$ cat config.mk
export PLATFORM = sky130hd
export DESIGN_NAME = clock_mode_ctrl
export DESIGN_NICKNAME = d
export VERILOG_FILES = /design/src/rtl/clock_mode_ctrl.sv
export SDC_FILE = /design/constraint.sdc
export NUM_CORES = 1
export LEC_CHECK = 0
export ABC_CLOCK_PERIOD_IN_PS = 33100
export CORE_ASPECT_RATIO = 0.9
export CORE_MARGIN = 2
export CORE_UTILIZATION = 27
export CTS_CLUSTER_SIZE = 12
export DETAILED_ROUTE_END_ITERATION = 16
export GPL_TIMING_DRIVEN = 0
export PLACE_DENSITY_LB_ADDON = 0.08
export SETUP_SLACK_MARGIN = 0.05
export SLEW_MARGIN = 20
export SYNTH_ARGS = -nofsm -noshare
export SYNTH_HDL_FRONTEND = slang
export SYNTH_SLANG_ARGS = --single-unit
$ cat constraint.sdc
create_clock -name clk -period 33.1 [get_ports clk]
set_input_delay 6.62 -clock clk [delete_from_list [all_inputs] [get_ports clk]]
set_output_delay 6.62 -clock clk [all_outputs]
set_load 0.005 [all_outputs]
$ cat src/rtl/clock_mode_ctrl.sv
// clock_mode_ctrl: time/alarm control for the digital clock.
// Holds seconds-of-day and the alarm time, sequences setting through a
// key-driven FSM and drives the ring output on an alarm match.
// Optional feature macro: CLOCK_SNOOZE_EN (key_stop during ring snoozes).
module clock_mode_ctrl #(
  parameter int unsigned DAY_SECONDS  = 86400,
  parameter int unsigned RING_SECONDS = 60
`ifdef CLOCK_SNOOZE_EN
  ,
  parameter int unsigned SNOOZE_SECONDS = 300
`endif
) (
  input  logic        clk,
  input  logic        rst,
  input  logic        tick_1hz,
  input  logic        key_mode,
  input  logic        key_inc,
  input  logic        key_dec,
  input  logic        key_fmt,
  input  logic        key_arm,
  input  logic        key_stop,
  output logic [20:0] count,
  output logic [20:0] count_alarm,
  output logic        mode,
  output logic        alarm_en,
  output logic        alarm_armed,
  output logic        ring,
  output logic [2:0]  state
);

  localparam logic [20:0] DAY_L       = 21'(DAY_SECONDS);
  localparam logic [20:0] HOUR_L      = 21'd3600;
  localparam logic [20:0] MIN_L       = 21'd60;
  localparam logic [20:0] LAST_HOUR_L = DAY_L - HOUR_L;
  localparam logic [20:0] RING_L      = 21'(RING_SECONDS);
`ifdef CLOCK_SNOOZE_EN
  localparam logic [20:0] SNOOZE_L    = 21'(SNOOZE_SECONDS);
`endif

  typedef enum logic [2:0] {
    S_RUN      = 3'd0,
    S_SET_HOUR = 3'd1,
    S_SET_MIN  = 3'd2,
    S_ALM_HOUR = 3'd3,
    S_ALM_MIN  = 3'd4
  } state_t;

  // Advance one second, wrapping at midnight.
  function automatic logic [20:0] tick_next(input logic [20:0] v);
    return (v == DAY_L - 21'd1) ? 21'd0 : v + 21'd1;
  endfunction

  // Drop the seconds field.
  function automatic logic [20:0] clr_sec(input logic [20:0] v);
    return v - (v % MIN_L);
  endfunction

  // Hour/minute edit; each field wraps on its own without carrying.
  function automatic logic [20:0] edit_field(input logic [20:0] v,
                                             input logic hour_fld,
                                             input logic up);
    logic [20:0] r;
    if (hour_fld) begin
      if (up) r = (v >= LAST_HOUR_L) ? v - LAST_HOUR_L : v + HOUR_L;
      else    r = (v < HOUR_L) ? v + LAST_HOUR_L : v - HOUR_L;
    end else begin
      if (up) r = ((v % HOUR_L) >= 21'd3540) ? v - 21'd3540 : v + MIN_L;
      else    r = ((v % HOUR_L) < MIN_L) ? v + 21'd3540 : v - MIN_L;
    end
    return r;
  endfunction

  state_t      state_q;
  logic [20:0] count_q, count_d;
  logic [20:0] alarm_q, alarm_d;
  logic [20:0] rcnt_q, rcnt_d;
  logic        mode_q, alarm_en_q, armed_q;
  logic        ring_q, ring_d;
  logic        frozen, in_alarm, edit_ok, trigger;
  logic [20:0] ticked;
`ifdef CLOCK_SNOOZE_EN
  logic [20:0] snz_q, snz_d;
`endif

  // Next-state values for time, alarm and the ring/snooze counters.
  always_comb begin
    frozen   = (state_q == S_SET_HOUR) || (state_q == S_SET_MIN);
    in_alarm = (state_q == S_ALM_HOUR) || (state_q == S_ALM_MIN);
    edit_ok  = !key_mode && (key_inc ^ key_dec);
    ticked   = tick_next(count_q);
    trigger  = armed_q && !frozen && tick_1hz && (ticked == alarm_q);

    count_d = count_q;
    if (tick_1hz && !frozen) count_d = ticked;
    if (key_mode && (state_q == S_RUN)) count_d = clr_sec(count_d);
    if (edit_ok && frozen)
      count_d = edit_field(count_q, state_q == S_SET_HOUR, key_inc);

    alarm_d = alarm_q;
    if (edit_ok && in_alarm)
      alarm_d = edit_field(alarm_q, state_q == S_ALM_HOUR, key_inc);

    ring_d = ring_q;
    rcnt_d = rcnt_q;
`ifdef CLOCK_SNOOZE_EN
    snz_d  = snz_q;
`endif
    if (tick_1hz && ring_q && (rcnt_q != 21'd0)) begin
      rcnt_d = rcnt_q - 21'd1;
      if (rcnt_q == 21'd1) ring_d = 1'b0;
    end
`ifdef CLOCK_SNOOZE_EN
    if (tick_1hz && (snz_q != 21'd0)) begin
      snz_d = snz_q - 21'd1;
      if (snz_q == 21'd1) begin
        ring_d = 1'b1;
        rcnt_d = RING_L;
      end
    end
`endif
    if (trigger) begin
      ring_d = 1'b1;
      rcnt_d = RING_L;
`ifdef CLOCK_SNOOZE_EN
      snz_d  = 21'd0;
`endif
    end
    if (key_stop) begin
      ring_d = 1'b0;
      rcnt_d = 21'd0;
`ifdef CLOCK_SNOOZE_EN
      if (ring_q) snz_d = SNOOZE_L;
`endif
    end
    // Disarming silences the buzzer and cancels any pending snooze.
    if (key_arm && armed_q) begin
      ring_d = 1'b0;
      rcnt_d = 21'd0;
`ifdef CLOCK_SNOOZE_EN
      snz_d  = 21'd0;
`endif
    end
  end

  // Mode FSM with registered alarm-display select.
  always_ff @(posedge clk) begin
    if (rst) begin
      state_q    <= S_RUN;
      alarm_en_q <= 1'b0;
    end else if (key_mode) begin
      case (state_q)
        S_RUN:      begin state_q <= S_SET_HOUR; alarm_en_q <= 1'b0; end
        S_SET_HOUR: begin state_q <= S_SET_MIN;  alarm_en_q <= 1'b0; end
        S_SET_MIN:  begin state_q <= S_ALM_HOUR; alarm_en_q <= 1'b1; end
        S_ALM_HOUR: begin state_q <= S_ALM_MIN;  alarm_en_q <= 1'b1; end
        default:    begin state_q <= S_RUN;      alarm_en_q <= 1'b0; end
      endcase
    end
  end

  // Datapath and status registers.
  always_ff @(posedge clk) begin
    if (rst) begin
      count_q <= 21'd0;
      alarm_q <= 21'd0;
      rcnt_q  <= 21'd0;
      mode_q  <= 1'b0;
      armed_q <= 1'b0;
      ring_q  <= 1'b0;
`ifdef CLOCK_SNOOZE_EN
      snz_q   <= 21'd0;
`endif
    end else begin
      count_q <= count_d;
      alarm_q <= alarm_d;
      rcnt_q  <= rcnt_d;
      ring_q  <= ring_d;
      mode_q  <= mode_q ^ key_fmt;
      armed_q <= armed_q ^ key_arm;
`ifdef CLOCK_SNOOZE_EN
      snz_q   <= snz_d;
`endif
    end
  end

  assign count       = count_q;
  assign count_alarm = alarm_q;
  assign mode        = mode_q;
  assign alarm_en    = alarm_en_q;
  assign alarm_armed = armed_q;
  assign ring        = ring_q;
  assign state       = state_q;

endmodule
======== Word level (Yosys, flattened, before mapping) ========
Index checks and enable logic that the tools add are counted.
storage, ports and cells
  register bits ........................... 70
  bits in latches ......................... 0
  RAM bits ................................ 0
  ROM bits ................................ 0
  input port bits ......................... 9
  output and inout bits ................... 49
  memories kept ........................... 0
operators by class
  add/sub/neg operators ................... 19
  multiply operators ...................... 0
  div/mod/pow operators ................... 3
  $lt $le $gt $ge ......................... 8
  equal/unequal tests ..................... 7
  shift-type cells ........................ 0
  mux-type cells .......................... 25
  bitwise logic cells ..................... 3
  reduce and logical (&&, ||, !) cells .... 23
operators with widths
  kind                      count
  $mux W21                  18
  $add A21 B12 Y21 const B  4
  $sub A21 B12 Y21 const B  4
  $add A21 B17 Y21 const B  2
  $add A21 B6 Y21 const B   2
  $ge A21 B12 Y1 const B    2
  $ge A21 B17 Y1 const B    2
  $lt A21 B12 Y1 const B    2
  $lt A21 B6 Y1 const B     2
  $mod A21 B12 Y21 const B  2
  $sub A21 B17 Y21 const B  2
  $sub A21 B6 Y21 const B   2
  $add A21 B1 Y21 const B   1
  $eq A21 B1 Y1 const B     1
  $eq A21 B17 Y1 const B    1
  $eq A21 B21 Y1            1
  $mod A21 B6 Y21 const B   1
  $reduce_bool A21 Y1       1
  $sub A21 B1 Y21 const B   1
  $sub A21 B21 Y21          1
  $mux W6                   2
  $pmux W3 S4               1
  $logic_and A1 B1 Y1       11
  $eq A3 B2 Y1 const B      2
  other kinds (12)          20

======== Logic depth before layout (Yosys ltp) ========
Gate-level depths: netlist (run 1).
  depth in word-level cells ............... 9
  mapped depth ............................ 60
  mapped depth without buffers ............ 58

======== Worst setup path before layout (run 1) ========
Ideal clock, no wire load.
  kind .................................... in2reg
  start point ............................. input tick_1hz
  end point ............................... register count_q[20], in the netlist count[20]
  library setup time ...................... 0.117 ns
  arrival ................................. 17.948 ns
  required time ........................... 32.983 ns
  slack ................................... 15.034 ns
  stages .................................. 54
  cell sequence ........................... nand2_1 > or3_1 > nor3_2 > xnor2_1 > clkinv_1 > nand2_1 > nor4_1 > a221o_1 > mux2i_2 > o41ai_2 > a32o_1 > a2111oi_0 > o21ai_0 > o211ai_1 > o21a_1 > a211oi_1 > or4_1 > or3_4 > [... 18 more ...] > a21oi_1 > nor2b_1 > o21a_1 > o21ai_0 > nand2b_1 > a21oi_1 > nor2b_1 > o21a_1 > o21ai_0 > nand2b_1 > a21o_1 > a21oi_1 > nor2b_1 > o21a_1 > or3_1 > mux2i_1 > xnor2_1 > a32o_1
on the way
  cells in the longest elaborated chain, start to end .. 6
ends and longest elaborated chain
  what                   line  source
  from (decl)            15    input logic tick_1hz,
  $logic_and A1 B1 Y1 *  94    if (tick_1hz && !frozen) count_d = ticked;
  $mux W21 *             94
  $mod A21 B6 Y21        55    return v - (v % MIN_L);
  $sub A21 B21 Y21       55
  $mux W21 *             95    if (key_mode && (state_q == S_RUN)) count_d = clr_sec(count_d);
  $mux W21 *             96    if (edit_ok && frozen)
  to (signal assigned)   174   count_q <= count_d;
  to (decl)              74    logic [20:0] count_q, count_d;
Mark *: on every way between the ends. The rest lies on a longest branch, timed or not.
A chain may end at the register's enable or synchronous reset.

======== Worst setup path in the final report (run 1) ========
Ends and elaborated chain as after synthesis.

==> impl_metrics.tcl, run 1 <==
set metrics [dict create \
    core_area_sq_mm 0.0599 \
    gp_congestion 0.861 \
    async_flop_share 0 \
    yosysMostFrequentCell "nor2_1" \
    cpPeakStageDelay_ns 0.67 \
    yosysWarnings 0 \
    post_drt_wl_per_cell_um 20.8 \
    synth_area_leaders "dfxtp_1 8.3%, xnor2_1 6.5%, a21oi_1 5.8%" \
    overflow 0 \
    dieArea_sq_mm 0.0627 \
    rows 85 \
    die_h_um 238 \
    ys_seq_area_frac 0.0830 \
    area_growth_pct 11.4 \
    crit_path_end_kind "register" \
    clkLatencyLatePin_ns 0.39 \
    antenna_found_initial 1 \
    critPathRequiredTime_ns 33.37 \
    timing.rr.end "count[20]" \
    rsz0062_at_grt "no" \
    portBuffers 53 \
    slew_viol_final 0 \
    synth_top_area_frac 0.0830 \
    worstSetupEndpoint "count[20]" \
    crit_slowest_cell "a2111oi_0" \
    cts_resized 0 \
    crit_arrival_ns 21.39 \
    start_kind "input port" \
    synth_common_cells "235 x nor2_1, 190 x a21oi_1, 167 x nand2_1" \
    cts_made_buffers 9 \
    wirelength_um 67300 \
    synth.distinct_cells 136 \
    clockBufferDepth 2 \
    netlist_area_sq_mm 0.0164 \
    num_vias 19100 \
    synth_top_area_cell "dfxtp_1" \
    setup_tns_ns 0 \
    crit_start "tick_1hz" \
    avgSynthCellArea_sq_um 6.88 \
    synth_edf_count 0 \
    holdWs_ns 0.444 \
    cts_hold_buf 0 \
    first_iter_violations 1458 \
    synth_cells 2384 \
    synth_ff_type "dfxtp_1" \
    fin_crit_ns 21.12 \
    die_w_um 264 \
    dr.pass1.iters 5 \
    antenna_cells 0 \
    placed_cell_area_sq_mm 0.0179 \
    antenna_left 0 \
    max_freq_ghz 0.0474 \
    finalSetupViolations 0 \
    top_level_ports 58 \
    cap_violations 0 \
    hold_violations 0 \
    final_layout_size_suffix_gt1_frac 0.0807 \
    tightest_slew_ns 1.11 \
    dpl.hpwl_um 54400 \
    final_nets 2525 \
    grt_max_degree 21 \
    status "finished, final reports clean" \
    drc 0 \
    r2r_cells 56 \
    clkSinkCount 68 \
    grt_pass1_vias 17900 \
    cpMostUsedCell "o21ai_0" \
    cts_root_buf "clkbuf_16" \
    crit_type "in2reg" \
    post_cts_buffers 0 \
    ys_ff_latch 68 \
    min_path_type "reg2reg" \
    grt_use_total 0.209 \
    fin_crit_sh 0.638 \
    h-tree-depth 3 \
    initial_core_util 0.274 \
    clk_pin_slew_ns 0.06 \
    r2r-start "count[4]" \
    cts_tree "yes" \
    finalInstanceArea_sq_mm 0.0183 \
    finClkSkew_ns 0.0143 \
    rrSetupSlack_ns 17.52 \
    vias_per_cell 5.91 \
    grt_pass1_wl_um 105000 \
    relSlewSlack 0.256 \
    worst-path-max-fanout 9 \
]
[stage by stage]
| stage | setup WS, ns | utilization | std cells |
|---|---|---|---|
| detailed placement | 11.80 | 0.300 | 3222 |
| global route | 10.78 | 0.305 | 3238 |
| CTS | 12.17 | 0.305 | 3238 |
| finish | 11.98 | 0.305 | 3238 |
| floorplan | 15.03 | - | 2385 |
| global placement | 11.70 | 0.299 | 3221 |
[placed cells by master (no fill, tap or decap), drive strengths merged, types with 35 or more instances in the layout]
master,n
a211oi,45
a21o,57
a21oi,197
a31oi,38
buf,57
clkbuf,95
clkdlybuf4s50,53
dfxtp,68
ha,64
inv,70
nand2,168
nand3,83
nor2,238
nor3,104
nor4,44
o21a,35
o21ai,168
or3,36
xnor2,123
xor2,41
[registers in the layout, indices dropped and copies added, names as in the netlist]
signal,flops
state,3
alarm_armed,1
alarm_en,1
rcnt_q,21
mode,1
ring,1
count,21
count_alarm,19
[critical path: cells and delay by family]
family          cells  cell delay [ns]
compound gates     30             7.99
xor+xnor            3             1.04
fa+ha+maj           2             0.50
buf+inv             2             1.20
mux                 2             0.61
simple gates       16             3.37
[kinds of logic after synthesis]
| family | count (synthesis) | synth area share |
|---|---|---|
| mux | 41 | 0.0272 |
| fa+ha+maj | 73 | 0.0556 |
| other cells | 1 | 0.000229 |
| compound gates | 911 | 0.404 |
| xor+xnor | 165 | 0.0899 |
| simple gates | 910 | 0.286 |
| flops | 68 | 0.0830 |
| buf+inv | 215 | 0.0543 |
[worst min path at each step]
stage | endpoint | cells after the start | start
global route | rcnt_q[20] | 2 | rcnt_q[20]
detailed placement | rcnt_q[20] | 2 | rcnt_q[20]
finish | rcnt_q[20] | 2 | rcnt_q[20]
CTS | rcnt_q[20] | 2 | rcnt_q[20]
global placement | rcnt_q[20] | 2 | rcnt_q[20]
floorplan | rcnt_q[20] | 2 | rcnt_q[20]
[routing by layer]
metal  global-route usage  vias to the layer above  wire [um]
met5                    0                        -          0
met4               0.0488                        0       1250
met3               0.0223                       62       2900
met2                0.332                      515      29800
met1                0.302                     9271      33300
li1                     -                     9287          -
[cell type report]
type	count	area, sq um
inverters	75	282
clock buffers	11	243
multi-input cells	2102	14200
clock inverters	5	83.8
repair buffers	54	542
plain buffers	140	611
flip-flops and latches	68	1360
fillers	6631	41600
well taps	783	980
Power of run 1 is left out: the tool's default activity adds up to more than one toggle a clock period on the data nets, which glitch-free logic cannot reach.
==> inputs of run 2 (changes only) <==
--- a/config.mk
+++ b/config.mk
@@ -5,7 +5,7 @@
 export SDC_FILE = /design/constraint.sdc
 export NUM_CORES = 1
 export LEC_CHECK = 0
-export ABC_CLOCK_PERIOD_IN_PS = 33100
+export ABC_CLOCK_PERIOD_IN_PS = 17400
 export CORE_ASPECT_RATIO = 0.9
 export CORE_MARGIN = 2
 export CORE_UTILIZATION = 27
==> constraint.sdc (replaced) <==
create_clock -name clk -period 17.4 [get_ports clk]
set_input_delay 3.48 -clock clk [delete_from_list [all_inputs] [get_ports clk]]
set_output_delay 3.48 -clock clk [all_outputs]
set_load 0.005 [all_outputs]
==> impl_metrics.tcl, run 2 (same netlist as run 1, synthesis figures left out) <==
set metrics [dict create \
    worstSetupEndpoint "count[20]" \
    cpPeakStageDelay_ns 0.61 \
    stdcell_count 3242 \
    clkLatencyLatePin_ns 0.39 \
    grt_pass1_wl_um 105000 \
    antenna_cells 0 \
    cap_violations 0 \
    clk_pin_slew_ns 0.07 \
    critPathRequiredTime_ns 17.67 \
    relSlewSlack 0.252 \
    fin_crit_ns 16.42 \
    wirelength_um 67600 \
    slew_viol_final 0 \
    num_vias 19100 \
    rsz0062_at_grt "no" \
    die_w_um 264 \
    holdWs_ns 0.444 \
    pre_cts_ws_ns -0.757 \
    r2r_cells 54 \
    hold_start "rcnt_q[20]" \
    portBuffers 53 \
    first_iter_violations 1403 \
    crit_start "tick_1hz" \
    finClkSkew_ns 0.0139 \
    die_h_um 238 \
    status "finished, final reports clean" \
    h-tree-depth 3 \
    cts_hold_buf 0 \
    dpl.hpwl_um 54400 \
    fillers 6610 \
    rows 85 \
    hold_violations 0 \
    postLayoutCoreUtil 0.309 \
    timing.rr.end "count[20]" \
    start_kind "input port" \
    crit_path_end_kind "register" \
    grt_pass1_vias 17900 \
    cts_tree "yes" \
    grt_use_total 0.209 \
    setup_ws_ns 0.984 \
    tightest_slew_ns 1.12 \
    final_cell_mix "234 x nor2_1, 189 x a21oi_1, 167 x nand2_1" \
    clkSinkCount 68 \
    max_freq_ghz 0.0609 \
    finalSetupViolations 0 \
    final_common_cell "nor2_1" \
    top_level_ports 58 \
    crit_arrival_ns 16.69 \
    core_area_sq_mm 0.0599 \
    grt_max_degree 21 \
    cpMostUsedCell "o21a_1" \
    final_layout_size_suffix_gt1_frac 0.0907 \
    cts_made_buffers 9 \
    min_path_type "reg2reg" \
    area_growth_pct 12.8 \
    drc 0 \
    worst-path-max-fanout 10 \
    antenna_found_initial 1 \
    final_nets 2529 \
    post_drt_wl_per_cell_um 20.9 \
    dr.pass1.iters 7 \
    vias_per_cell 5.89 \
    crit_slowest_cell "or4_1" \
    gp_congestion 0.861 \
    r2r-start "count[4]" \
    overflow 0 \
    fin_crit_sh 0.943 \
    clockBufferDepth 2 \
    crit_type "in2reg" \
    initial_core_util 0.274 \
    dieArea_sq_mm 0.0627 \
    antenna_left 0 \
    rrSetupSlack_ns 2.70 \
    cts_root_buf "clkbuf_16" \
    dp.cells 3222 \
]
## run 2: worst min path at each step
| stage | endpoint | cells after the start |
|---|---|---|
| 2_1_floorplan | rcnt_q[20] | 2 |
| 3_3_place_gp | rcnt_q[20] | 2 |
| 3_5_place_dp | rcnt_q[20] | 2 |
| 4_1_cts | rcnt_q[20] | 2 |
| 5_1_grt | rcnt_q[20] | 2 |
| 6_report | rcnt_q[20] | 2 |
## run 2: layout make-up
type	instances	area (sq um)	share of cell area
buffer	140	612	0.0331
sequential	68	1360	0.0736
multi-input combinational	2102	14400	0.776
clock inverter	5	83.8	0.00453
inverter	75	287	0.0155
tap	783	980	0.0530
clock buffer	11	243	0.0131
timing repair buffer	58	567	0.0307
## run 2: repair_timing
action | in CTS | in global routing
setup endpoints to repair | 1 | 5
gates resized for setup | 5 | 32
cloned | 0 | 0
pin swaps | 0 | 1
setup buffers | 0 | 4
## run 2: per-stage QoR
stage | setup TNS, ns | instance area [sq um]
detailed placement | -0.757 | 17900
global route | 0 | 18500
global placement | -0.954 | 17900
floorplan | 0 | 16400
finish | 0 | 18500
CTS | 0 | 18300
## run 2: routing by layer
layer  track usage  part of all wire  vias to the layer above
met4        0.0483             0.017                        0
met2         0.332              0.44                      471
li1              -                 -                     9295
met5             0                 0                        -
met3        0.0224             0.039                       53
met1         0.301              0.50                     9279
## run 2: critical path: cells and delay by family
kind                     cells  cell delay [ns]
AO/OA/AOI/OAI               29             7.11
XOR/XNOR                     2             0.42
adder cells (fa/ha/maj)      1             0.37
AND/OR/NAND/NOR             18             4.35
buffers and inverters        3             0.74
multiplexers                 1             0.19
Power of run 2 is left out for the same reason.
